`src/rtl/parity_pkg.sv`:
```
// Shared definitions for the parity stream checker: FSM state encoding,
// parity mode constants, the registered result bundle and the next-state rule.
package parity_pkg;

  // Frame tracking states (kept as plain constants for legacy compatibility)
  localparam logic [0:0] ST_IDLE  = 1'b0;
  localparam logic [0:0] ST_FRAME = 1'b1;

  // Parity mode selector values for odd_mode
  localparam logic MODE_EVEN = 1'b0;
  localparam logic MODE_ODD  = 1'b1;

  // Per-word result reported one cycle after acceptance
  typedef struct packed {
    logic valid;
    logic par_err;
    logic lrc_err;
    logic frame_end;
  } result_t;

  // Frame FSM transition for one clock edge. A last word always closes the
  // frame (and a single-word frame never leaves IDLE); any other accepted
  // word opens or continues a frame; an idle cycle changes nothing.
  function automatic logic [0:0] next_state(input logic [0:0] cur,
                                            input logic       valid,
                                            input logic       last);
    logic [0:0] nxt;
    nxt = cur;
    if (valid) begin
      nxt = last ? ST_IDLE : ST_FRAME;
    end
    return nxt;
  endfunction

endpackage

```
`src/rtl/parity_word.sv`:
```
// Combinational single-word parity check: flags an error when the XOR of the
// data bits and the transmitted parity bit differs from the selected mode.
module parity_word
  import parity_pkg::*;
#(
  parameter int DATA_W = 8
) (
  input  logic [DATA_W-1:0] data,
  input  logic              par,
  input  logic              odd_mode,
  output logic              err
);

  logic total;

  // Even mode expects the overall XOR to be 0, odd mode expects 1
  always_comb begin
    total = ^data ^ par;
    err   = (odd_mode == MODE_ODD) ? ~total : total;
  end

endmodule

```
`src/rtl/parity_stream_check.sv`:
```
// Streaming parity / LRC checker. Every accepted word gets a registered
// result one cycle later; frames are tracked so the last word's data can be
// compared against the XOR of all earlier words in the frame. Error words
// are counted (saturating) and latched into a sticky flag.
module parity_stream_check
  import parity_pkg::*;
#(
  parameter int DATA_W = 8,
  parameter int CNT_W  = 8
) (
  input  logic              clk,
  input  logic              n_rst,
  input  logic              odd_mode,
  input  logic              clr,
  input  logic              in_valid,
  input  logic [DATA_W-1:0] in_data,
  input  logic              in_par,
  input  logic              in_last,
  output logic              out_valid,
  output logic              par_err,
  output logic              lrc_err,
  output logic              frame_end,
  output logic              err_flag,
  output logic [CNT_W-1:0]  err_cnt
);

  localparam logic [CNT_W-1:0] CNT_MAX = '1;
  localparam logic [CNT_W-1:0] CNT_ONE = CNT_W'(1);

  logic [0:0]        state;
  logic [DATA_W-1:0] acc;
  result_t           res;

  logic              par_bad;
  logic [DATA_W-1:0] acc_ref;
  logic              lrc_bad;
  logic              word_err;

  parity_word #(
    .DATA_W (DATA_W)
  ) u_word (
    .data     (in_data),
    .par      (in_par),
    .odd_mode (odd_mode),
    .err      (par_bad)
  );

  // Evaluate the incoming word: LRC reference is zero outside a frame,
  // and only accepted words can be erroneous
  always_comb begin
    // NOTE: every signal written here gets a value on every path, so no latch is inferred.
    acc_ref  = (state == ST_FRAME) ? acc : '0;
    lrc_bad  = in_last && (in_data != acc_ref);
    word_err = in_valid && (par_bad || lrc_bad);
  end

  // Frame state and running LRC accumulator; gaps leave both untouched
  always_ff @(posedge clk or negedge n_rst) begin
    // NOTE: sequential state uses non-blocking assignments so all registers update together.
    if (!n_rst) begin
      state <= ST_IDLE;
      acc   <= '0;
    end else begin
      state <= next_state(state, in_valid, in_last);
      if (in_valid) begin
        if (in_last) begin
          acc <= '0;
        end else if (state == ST_IDLE) begin
          acc <= in_data;
        end else begin
          acc <= acc ^ in_data;
        end
      end
    end
  end

  // Registered per-word result, valid exactly one cycle after acceptance
  always_ff @(posedge clk or negedge n_rst) begin
    if (!n_rst) begin
      res <= '0;
    end else begin
      res.valid     <= in_valid;
      res.par_err   <= in_valid && par_bad;
      res.lrc_err   <= in_valid && lrc_bad;
      res.frame_end <= in_valid && in_last;
    end
  end

  // Error bookkeeping: clr wipes history but the word registered at the same
  // edge still counts, so a clearing edge leaves either 0/0 or 1/1
  always_ff @(posedge clk or negedge n_rst) begin
    if (!n_rst) begin
      err_cnt  <= '0;
      err_flag <= 1'b0;
    end else if (clr) begin
      err_cnt  <= word_err ? CNT_ONE : '0;
      err_flag <= word_err;
    end else if (word_err) begin
      err_flag <= 1'b1;
      if (err_cnt != CNT_MAX) begin
        err_cnt <= err_cnt + CNT_ONE;
      end
    end
  end

  assign out_valid = res.valid;
  assign par_err   = res.par_err;
  assign lrc_err   = res.lrc_err;
  assign frame_end = res.frame_end;

endmodule

```
`config.mk`:
```
export PLATFORM = sky130hd
export DESIGN_NAME = parity_stream_check
export DESIGN_NICKNAME = d
export VERILOG_FILES = /design/src/rtl/parity_pkg.sv /design/src/rtl/parity_word.sv /design/src/rtl/parity_stream_check.sv
export SDC_FILE = /design/constraint.sdc
export NUM_CORES = 1
export LEC_CHECK = 0
export CAP_MARGIN = 5
export CORE_MARGIN = 2
export CORE_UTILIZATION = 30
export CTS_CLUSTER_SIZE = 28
export DETAILED_ROUTE_END_ITERATION = 7
export HOLD_SLACK_MARGIN = 0.06
export PLACE_DENSITY = 0.61
export SYNTH_ARGS = -nofsm -noshare
export SYNTH_HDL_FRONTEND = slang
export SYNTH_SLANG_ARGS = --single-unit
```
`constraint.sdc`:
```
create_clock -name clk -period 2.6 [get_ports clk]
set_input_delay 0.26 -clock clk [delete_from_list [all_inputs] [get_ports clk]]
set_output_delay 0.26 -clock clk [all_outputs]
set_load 0.005 [all_outputs]
```
==> impl_metrics.yaml <==
detailed_routing:
  wl_um: 3060
  wl_per_cell_um: 13.4
  drtIter0Drc: 59
  post_drt_via_cell_ratio: 5.09
  dr.pass1.iters: 4
  ant_nets: 0
  vias: 1160
  drc: 0
floorplanning:
  chipWidth_um: 72.1
  initial_utilization_pct: 31.5
  dieArea_mm2: 0.00520
  io_pins: 28
  num_rows: 24
  core_area_mm2: 0.00441
  die_h_um: 72.1
cells_and_area:
  nFillCells: 445
  final_cell_mix: "clkdlybuf4s50_1, dfrtp_1, nor2_1"
  fin_area_mm2: 0.00181
  finish.utilization_pct: 41.0
  finalNetCount: 193
  finalNonFillerCells: 228
  final_common_cell: "clkdlybuf4s50_1"
  area_delta_synth_final_pct: 30.1
  antennaDiodeCount: 0
  drive_above_1_share_pct: 8.52
sta:
  max_freq_mhz: 440
  finalCritPeriodShare_pct: 87.5
  min_period_ns: 2.27
  slew_headroom_pct: 68.3
  worst_pin_slew_ns: 0.476
  final_max_slew_viol_count: 0
  finalHoldViolations: 0
  finClkSkew_ns: 0.00253
  fin_tns_setup_ns: 0
  rsz0062_at_grt: "no"
  setup-violations-final: 0
worst_setup_path:
  critPathArrivalTime_ns: 2.42
  r2r_slack_ns: 0.33
  crit_type: "reg2reg"
  reg2reg_to: "err_cnt[1]"
  r2r-start: "state"
  start_kind: "register"
  cp_max_fo: 11
  end_kind: "register"
  required_ns: 2.74
  r2r_cells: 7
placement:
  gp_congestion: 0.759
  dpl-instance-area_mm2: 0.00174
  portBuffers: 27
  dp.cells: 224
  dp_hpwl_um: 2240
pwr:
  powerDensity_mw_per_mm2: 576
  power_mw: 1.04
  vdd_drop_max_mv: 0.225
  p_leak_nw: 0.735
synthesis:
  ys_top_cells_by_area: "dfrtp_1, xor2_1, a21oi_1"
  synth_area_leader_cell: "dfrtp_1"
  syn_nets: 166
  synth_seq_cells: 22
  netlist_instances: 150
  ys_warn_count: 0
  syn_avg_cell_area_um2: 9.28
  ys_types: 37
  yosysSeqAreaShare_pct: 39.5
  synth_top_area_share_pct: 39.5
  synth_area_mm2: 0.00139
grt:
  grt_pass1_vias: 1218
  antenna_found_initial: 0
  grt_max_degree: 23
  grtUsageTotal_pct: 12.5
  grt_pass1_wl_um: 5350
  grt_overflow_total: 0
clock_network:
  numCtsBuffers: 3
  cts_setup_buffers: 0
  cts.repair.resized: 0
  clk_latency_ns: 0.26
  cts-root-buf: "clkbuf_8"
  h-tree-depth: 1
  cts_tree: "built"
  cts.sinks: 22
  hold_buffers: 0
  cts_buffer_depth: 2
  cts.reportedPaths.clkPinSlew_ns: 0.08
outcome:
  status: "completed"
min_path:
  min_path_type: "in2async"
run:
  drv_cap: 0
[Yosys cell counts, drive strengths merged]
master and count:
buf 2, nor2 17, or3 2, nand4b 2, o21a 1, o2bb2ai 8, xor2 9, nand2 11
a31o 1, nand3b 1, o21ai 8, mux2i 4, o211ai 1, clkbuf 9, o311a 1, o211a 1
dfrtp 22, and4bb 1, nand3 4, ha 1, inv 4, xnor2 9, a21oi 15, o41a 1
and3 1, a22oi 1, xnor3 1, nand4 3, o22ai 2, o31ai 3, and2 1, or4 3
[cells by family (layout without fill, tap and decap cells)]
family,Yosys count,in the layout,share of synthesized area [%]
buffers and inverters,15,41,4.31
AND/OR/NAND/NOR,46,46,17.1
multiplexers,4,4,2.88
XOR/XNOR,19,19,13.5
flip-flops,22,22,39.5
AO/OA/AOI/OAI,43,43,21.8
adder cells (fa/ha/maj),1,1,0.898
[power by group]
group	leakage [nW]	switching (mW)	total, mW	internal (mW)
combinational	0.414	0.127	0.285	0.158
sequential	0.286	0.0540	0.438	0.384
clock	0.0357	0.115	0.320	0.205
total	0.735	0.296	1.04	0.747
[how the worst max path moves through the flow]
stage               start         end  cells after the start
6_report            state  err_cnt[1]                      7
5_1_grt             state  err_cnt[1]                      8
4_1_cts             state  err_cnt[1]                      7
3_5_place_dp   in_data[1]  err_cnt[7]                      8
3_3_place_gp   in_data[2]  err_cnt[1]                      8
2_1_floorplan       state  err_cnt[1]                      7
[flip-flops by register name, indices dropped and copies added (netlist names)]
| signal | flops |
|---|---|
| acc | 8 |
| err_cnt | 8 |
| err_flag | 1 |
| frame_end | 1 |
| lrc_err | 1 |
| out_valid | 1 |
| par_err | 1 |
| state | 1 |
[final cells by class]
type | count | area, µm² | area share (%)
multi-input cells | 113 | 782 | 43.2
flip-flops and latches | 22 | 551 | 30.4
repair buffers | 33 | 328 | 18.1
well taps | 52 | 65.1 | 3.59
clock buffers | 3 | 41.3 | 2.28
clock inverters | 1 | 30.0 | 1.66
inverters | 4 | 15.0 | 0.829
[metrics by stage]
| stage | setup slack [ns] | hold slack, ns |
|---|---|---|
| after floorplan | 0.625 | -0.0356 |
| after global routing | 0.116 | 0.372 |
| after CTS | 0.306 | 0.357 |
| final | 0.326 | 0.347 |
| after global placement | 0.152 | 0.525 |
| after detailed placement | 0.0724 | 0.524 |
[per-layer routing]
layer / global-route usage [%] / wire length (µm) / vias to the layer above
li1: - / - / 591
met1: 15.6 / 1430 / 548
met2: 21.8 / 1510 / 19
met3: 2.36 / 96 / 2
met4: 3.98 / 27 / 0
met5: 0 / 0 / -
[worst max-delay path: stages, from the launching register on]
cell      delay [ns]
dfrtp_1         0.64
nand4b_1        0.16
o22ai_1         0.17
a21oi_1         0.09
o41a_4          0.54
o21ai_4         0.28
mux2i_1         0.22
nor2_1          0.05
Note: power is estimated with default switching activity, not from simulation.
